## src/rtl/counter_ctrl_pkg.sv

```systemverilog
// Shared definitions for the counter command front end.
package counter_ctrl_pkg;

  // Default width of the counter load data path.
  localparam int unsigned CNT_W_DEFAULT = 4;

  // Counter reset value; set_value resets to this so both agree after reset.
  localparam logic [3:0] RESET_COUNT = 4'b0101;

  // Debounce FSM states.
  typedef enum logic [1:0] {
    STABLE_LO = 2'd0,
    CHECK_HI  = 2'd1,
    STABLE_HI = 2'd2,
    CHECK_LO  = 2'd3
  } deb_state_e;

endpackage

```

## src/rtl/button_debounce.sv

```systemverilog
// Synchronises one raw button, debounces it and emits a one-cycle pulse on
// each debounced rising edge (press). Releases produce no pulse.
module button_debounce
  import counter_ctrl_pkg::*;
#(
  parameter int unsigned DEBOUNCE_CYCLES = 16
) (
  input  logic clk,
  input  logic reset,
  input  logic i_btn,
  output logic o_rise
);

  localparam int unsigned DCW = (DEBOUNCE_CYCLES > 2) ? $clog2(DEBOUNCE_CYCLES) : 1;
  localparam logic [DCW-1:0] CNT_LAST = DCW'(DEBOUNCE_CYCLES - 1);

  logic           r_sync1;
  logic           r_sync2;
  deb_state_e     r_state;
  logic [DCW-1:0] r_cnt;
  logic           r_rise;

  // Two-flop synchroniser for the asynchronous button input.
  always_ff @(posedge clk or posedge reset) begin
    if (reset) begin
      r_sync1 <= 1'b0;
      r_sync2 <= 1'b0;
    end else begin
      r_sync1 <= i_btn;
      r_sync2 <= r_sync1;
    end
  end

  // Debounce FSM: a new level must hold through a full check window before it
  // is accepted; any mismatch inside the window falls back to the old level.
  always_ff @(posedge clk or posedge reset) begin
    if (reset) begin
      r_state <= STABLE_LO;
      r_cnt   <= '0;
      r_rise  <= 1'b0;
    end else begin
      r_rise <= 1'b0;
      case (r_state)
        STABLE_LO: begin
          if (r_sync2) begin
            r_state <= CHECK_HI;
            r_cnt   <= '0;
          end
        end
        CHECK_HI: begin
          if (!r_sync2) begin
            r_state <= STABLE_LO;
          end else if (r_cnt == CNT_LAST) begin
            r_state <= STABLE_HI;
            // The press pulse is registered here so it leaves with the level flip.
            r_rise  <= 1'b1;
          end else begin
            r_cnt <= r_cnt + 1'b1;
          end
        end
        STABLE_HI: begin
          if (!r_sync2) begin
            r_state <= CHECK_LO;
            r_cnt   <= '0;
          end
        end
        CHECK_LO: begin
          if (r_sync2) begin
            r_state <= STABLE_HI;
          end else if (r_cnt == CNT_LAST) begin
            r_state <= STABLE_LO;
          end else begin
            r_cnt <= r_cnt + 1'b1;
          end
        end
        default: begin
          r_state <= STABLE_LO;
          r_cnt   <= '0;
        end
      endcase
    end
  end

  assign o_rise = r_rise;

endmodule

```

## src/rtl/counter_cmd_ctrl.sv

```systemverilog
// Command front end for the 4-bit up/down counter. Turns debounced button
// presses and an optional prescaler into single-cycle enable/set pulses, and
// keeps the direction level and the load data.
module counter_cmd_ctrl
  import counter_ctrl_pkg::*;
#(
  parameter int unsigned DEBOUNCE_CYCLES = 16,
  parameter int unsigned PRESCALE        = 1000,
  parameter int unsigned CNT_W           = CNT_W_DEFAULT
) (
  input  logic             clk,
  input  logic             reset,
  input  logic             btn_step,
  input  logic             btn_dir,
  input  logic             btn_load,
  input  logic             auto_mode,
  input  logic [CNT_W-1:0] load_value,
  output logic             enable,
  output logic             set,
  output logic [CNT_W-1:0] set_value,
  output logic             up_down
);

  localparam int unsigned PW = (PRESCALE > 2) ? $clog2(PRESCALE) : 1;
  localparam logic [PW-1:0] PRESC_LAST = PW'(PRESCALE - 1);

  logic             r_auto_s1;
  logic             r_auto_s2;
  logic [CNT_W-1:0] r_load_s1;
  logic [CNT_W-1:0] r_load_s2;
  logic [PW-1:0]    r_presc;
  logic             r_enable;
  logic             r_set;
  logic [CNT_W-1:0] r_set_value;
  logic             r_up_down;

  logic w_step_rise;
  logic w_dir_rise;
  logic w_load_rise;
  logic w_tick;

  button_debounce #(
    .DEBOUNCE_CYCLES(DEBOUNCE_CYCLES)
  ) u_deb_step (
    .clk   (clk),
    .reset (reset),
    .i_btn (btn_step),
    .o_rise(w_step_rise)
  );

  button_debounce #(
    .DEBOUNCE_CYCLES(DEBOUNCE_CYCLES)
  ) u_deb_dir (
    .clk   (clk),
    .reset (reset),
    .i_btn (btn_dir),
    .o_rise(w_dir_rise)
  );

  button_debounce #(
    .DEBOUNCE_CYCLES(DEBOUNCE_CYCLES)
  ) u_deb_load (
    .clk   (clk),
    .reset (reset),
    .i_btn (btn_load),
    .o_rise(w_load_rise)
  );

  // Two-flop synchronisers for the slide switches; these are levels, not debounced.
  always_ff @(posedge clk or posedge reset) begin
    if (reset) begin
      r_auto_s1 <= 1'b0;
      r_auto_s2 <= 1'b0;
      r_load_s1 <= '0;
      r_load_s2 <= '0;
    end else begin
      r_auto_s1 <= auto_mode;
      r_auto_s2 <= r_auto_s1;
      r_load_s1 <= load_value;
      r_load_s2 <= r_load_s1;
    end
  end

  // Prescaler runs only in auto mode and is parked at zero otherwise, so the
  // first tick always lands a full period after auto mode is seen.
  always_ff @(posedge clk or posedge reset) begin
    if (reset) begin
      r_presc <= '0;
    end else if (!r_auto_s2) begin
      r_presc <= '0;
    end else if (r_presc == PRESC_LAST) begin
      r_presc <= '0;
    end else begin
      r_presc <= r_presc + 1'b1;
    end
  end

  assign w_tick = r_auto_s2 && (r_presc == PRESC_LAST);

  // Output registers: load beats count (the dropped count is not replayed),
  // step presses are ignored in auto mode, direction toggles per dir press.
  always_ff @(posedge clk or posedge reset) begin
    if (reset) begin
      r_enable    <= 1'b0;
      r_set       <= 1'b0;
      r_set_value <= CNT_W'(RESET_COUNT);
      r_up_down   <= 1'b1;
    end else begin
      r_set    <= w_load_rise;
      r_enable <= !w_load_rise && (r_auto_s2 ? w_tick : w_step_rise);
      if (w_load_rise) begin
        r_set_value <= r_load_s2;
      end
      if (w_dir_rise) begin
        r_up_down <= ~r_up_down;
      end
    end
  end

  assign enable    = r_enable;
  assign set       = r_set;
  assign set_value = r_set_value;
  assign up_down   = r_up_down;

endmodule

```

## config.mk

```make
export PLATFORM = sky130hd
export DESIGN_NAME = counter_cmd_ctrl
export DESIGN_NICKNAME = d
export VERILOG_FILES = /design/src/rtl/counter_ctrl_pkg.sv /design/src/rtl/button_debounce.sv /design/src/rtl/counter_cmd_ctrl.sv
export SDC_FILE = /design/constraint.sdc
export NUM_CORES = 1
export LEC_CHECK = 0
export BUFFER_PORTS_ARGS = -buffer_cell sky130_fd_sc_hd__buf_4
export CAP_MARGIN = 20
export CORE_UTILIZATION = 42
export DETAILED_ROUTE_END_ITERATION = 16
export GPL_TIMING_DRIVEN = 0
export SYNTH_ARGS = -nofsm -noshare
export SYNTH_HDL_FRONTEND = slang
export SYNTH_SLANG_ARGS = --single-unit
```

## constraint.sdc

```tcl
create_clock -name clk -period 1.4 [get_ports clk]
set_input_delay 0.14 -clock clk [delete_from_list [all_inputs] [get_ports clk]]
set_output_delay 0.14 -clock clk [all_outputs]
set_load 0.03 [all_outputs]
```

==> flow_summary.yaml <==
run_status:
  outcome: "finished, final reports clean"
final_layout:
  multiInputGateArea_sq_um: 870.8
  final_cell_mix: "45 x dfrtp_1, 21 x buf_4, 12 x nand2_1, 11 x a21oi_1"
  layout.nets: 235
  diodes: 0
  drive_gt1_frac: 0.2613
  area_growth_pct: 25.94
  final_common_cell: "dfrtp_1"
  regArea_sq_mm: 0.001363
  fillers: 410
sta:
  finalHoldViolCount: 0
  slew_headroom: 0.6265
  rsz0062_at_grt: "no"
  holdWs_ps: 318.2
  setup_viol: 0
  fin_skew_ps: 9.232
  finalMaxSlewViolations: 0
  finalCritPeriodShare: 0.9785
  tns_ps: 0
  min_period_ps: 1370
  fmax_ghz: 0.7300
  tightest_slew_ps: 558.4
placed_design:
  numPortBuffers: 16
  globalplace.congestion: 0.8075
  place_hpwl_microns: 2493
clocking:
  clk_latency_ps: 290
  cts_buffer_depth: 2
  clk_pin_slew_ps: 90
  cts_tree: "done"
  htree_levels: 2
  clkSinkCount: 54
  cts_buffers: 5
  root_buffer: "clkbuf_8"
drt:
  wl_met2_microns: 1868
  drt-initial-drc-count: 165
  vias_per_cell: 5.249
  top_layer: "met4"
  drtPass1Iterations: 4
  route.met3.wl_microns: 171
  wirelength_microns: 3749
  drc: 0
  drt-met1-wl_microns: 1637
  wl_per_cell_microns: 12.97
  ant_nets: 0
  vias: 1517
hold_path:
  worstHoldPathType: "in -> async"
logic_synthesis:
  syn_nets: 197
  ys.flop_type: "dfrtp_1"
  synth.distinct_cells: 40
  ys_warn_count: 0
  syn_inst: 183
  synth_top_cell_by_area: "dfrtp_1"
  async_flop_share: 1.000
  yosys-top-cells-area: "dfrtp_1 58%, mux2_2 4.1%, dfstp_2 3.6%"
  ys_seq_area_frac: 0.6189
  syn_avg_cell_area_sq_um: 11.97
  synth_area_sq_mm: 0.002190
  synth_edf_count: 0
  netlist.area_leader.share: 0.5829
  synth_seq_cells: 54
setup_path:
  r2r_cells: 4
  cp-end-kind: "flip-flop"
  r2r_slack_ps: 30
  critPathLaunchType: "flip-flop"
  endpoint: "r_presc[5]"
  r2r_start: "r_presc[0]"
  worstPathRequired_ps: 1570
  cp-startpoint: "r_presc[0]"
  path_class: "reg -> reg"
  worstReg2RegEnd: "r_presc[5]"
  crit_arrival_ps: 1540
  worstPathMaxFanout: 5
grt:
  first_global_vias: 1538
  overflow: 0
  antenna_found_initial: 0
  grt_use_total: 0.1546
  grt_start_max_net_pins: 55
  grt_pass1_wl_microns: 6389
floorplanning:
  core_sq_mm: 0.004880
  fp.dieH_microns: 74.21
  pin_count: 17
  initial_core_util: 0.4487
  row_count: 25
  dieArea_sq_mm: 0.005506
  die_width_microns: 74.21
power:
  power_frac_clock: 0.351
  finalPower_mw: 2.980
  power_frac_seq: 0.571
  power_report.internal_total_mw: 2.333
  p_leak_nw: 1.208
  power_switching_share: 0.2172
  switching_power_mw: 0.6474
  powerDensity_mw_per_mm2: 1081
  ir_drop_v: 0.0008386
  combPwrFrac: 0.078
job:
  maxCapViolations: 0
[sequential cells by signal, summed over array words and instances, names as in the netlist, 4 cells and up, named ones only]
| signal | flops |
|---|---|
| r_load_s2 | 4 |
| u_deb_load.r_cnt | 4 |
| u_deb_dir.r_cnt | 4 |
| r_load_s1 | 4 |
| r_presc | 10 |
| set_value | 4 |
| u_deb_step.r_cnt | 4 |
[cells by family (layout without fill, tap and decap cells)]
group,count (synthesis),count (layout),share of synthesized area
flops,54,54,0.6189
xor+xnor,8,8,0.03543
buf+inv,12,51,0.02114
simple gates,62,62,0.1583
compound gates,34,34,0.09772
mux,9,9,0.04572
fa+ha+maj,4,4,0.02286
[cell usage after synthesis, drive strengths merged (3+ instances only)]
cell	instances
a21oi	11
and3	3
dfrtp	51
dfstp	3
ha	4
inv	11
mux2	8
nand2	13
nand2b	3
nand3	11
nand4	8
nor2	8
nor3b	3
o21ai	11
or3	3
xor2	6
[cell type report]
type	instances	area share
Sequential cell	54	0.4941
Multi-Input combinational cell	117	0.3158
Timing Repair Buffer	31	0.09710
Clock buffer	7	0.03131
Tap cell	67	0.03040
Inverter	11	0.01633
Clock inverter	1	0.01089
Buffer	1	0.004083
[per-stage QoR]
step / utilization / setup slack (ps) / instances / cell area [sq um]
floorplan: - / 34.11 / 183 / 2193
global placement: 0.4913 / -176.2 / 266 / 2397
detailed placement: 0.4913 / -209.3 / 266 / 2397
CTS: 0.5415 / 3.178 / 283 / 2643
global route: 0.5651 / 2.312 / 289 / 2758
finish: 0.5651 / 30.16 / 289 / 2758
[critical path, stage by stage, from the launching register on]
cell       delay [ps]
dfrtp_2           420
ha_4              190
nand4bb_4         170
o31ai_4           360
a21oi_1           110
[how the worst min path moves through the flow]
stage | startpoint | endpoint | cells after the start | slack, ps
6_report | reset | u_deb_dir.r_sync1 | 3 | 320
5_1_grt | reset | u_deb_dir.r_sync1 | 3 | 320
4_1_cts | reset | u_deb_dir.r_cnt[3] | 2 | 120
3_5_place_dp | load_value[1] | r_load_s1[1] | 1 | 250
3_3_place_gp | btn_load | u_deb_load.r_sync1 | 1 | 250
2_1_floorplan | auto_mode | r_auto_s1 | 0 | 170
[repair_timing]
item | in CTS | in global routing
gates cloned | 0 | 0
endpoints found under the setup margin | 9 | 12
pin swaps | 2 | 3
hold endpoints to repair | 8 | 9
hold buffers | 8 | 1
buffers inserted | 1 | 4
resized for setup | 6 | 14
[routing by layer]
metal | track usage | up-vias
met2 | 0.2687 | 39
met1 | 0.1801 | 741
met5 | 0 | -
li1 | - | 730
met4 | 0.05769 | 0
met3 | 0.04743 | 7
[power by group through the flow]
stage / logic [mW] / clock network [mW] / registers, mW
after floorplan: 0.130 / 0 / 1.71
after global placement: 0.167 / 0 / 1.71
after detailed placement: 0.183 / 0 / 1.72
after CTS: 0.207 / 1.08 / 1.70
after global routing: 0.264 / 1.13 / 1.71
final: 0.233 / 1.05 / 1.70
Note: power is estimated with default switching activity, not from simulation.
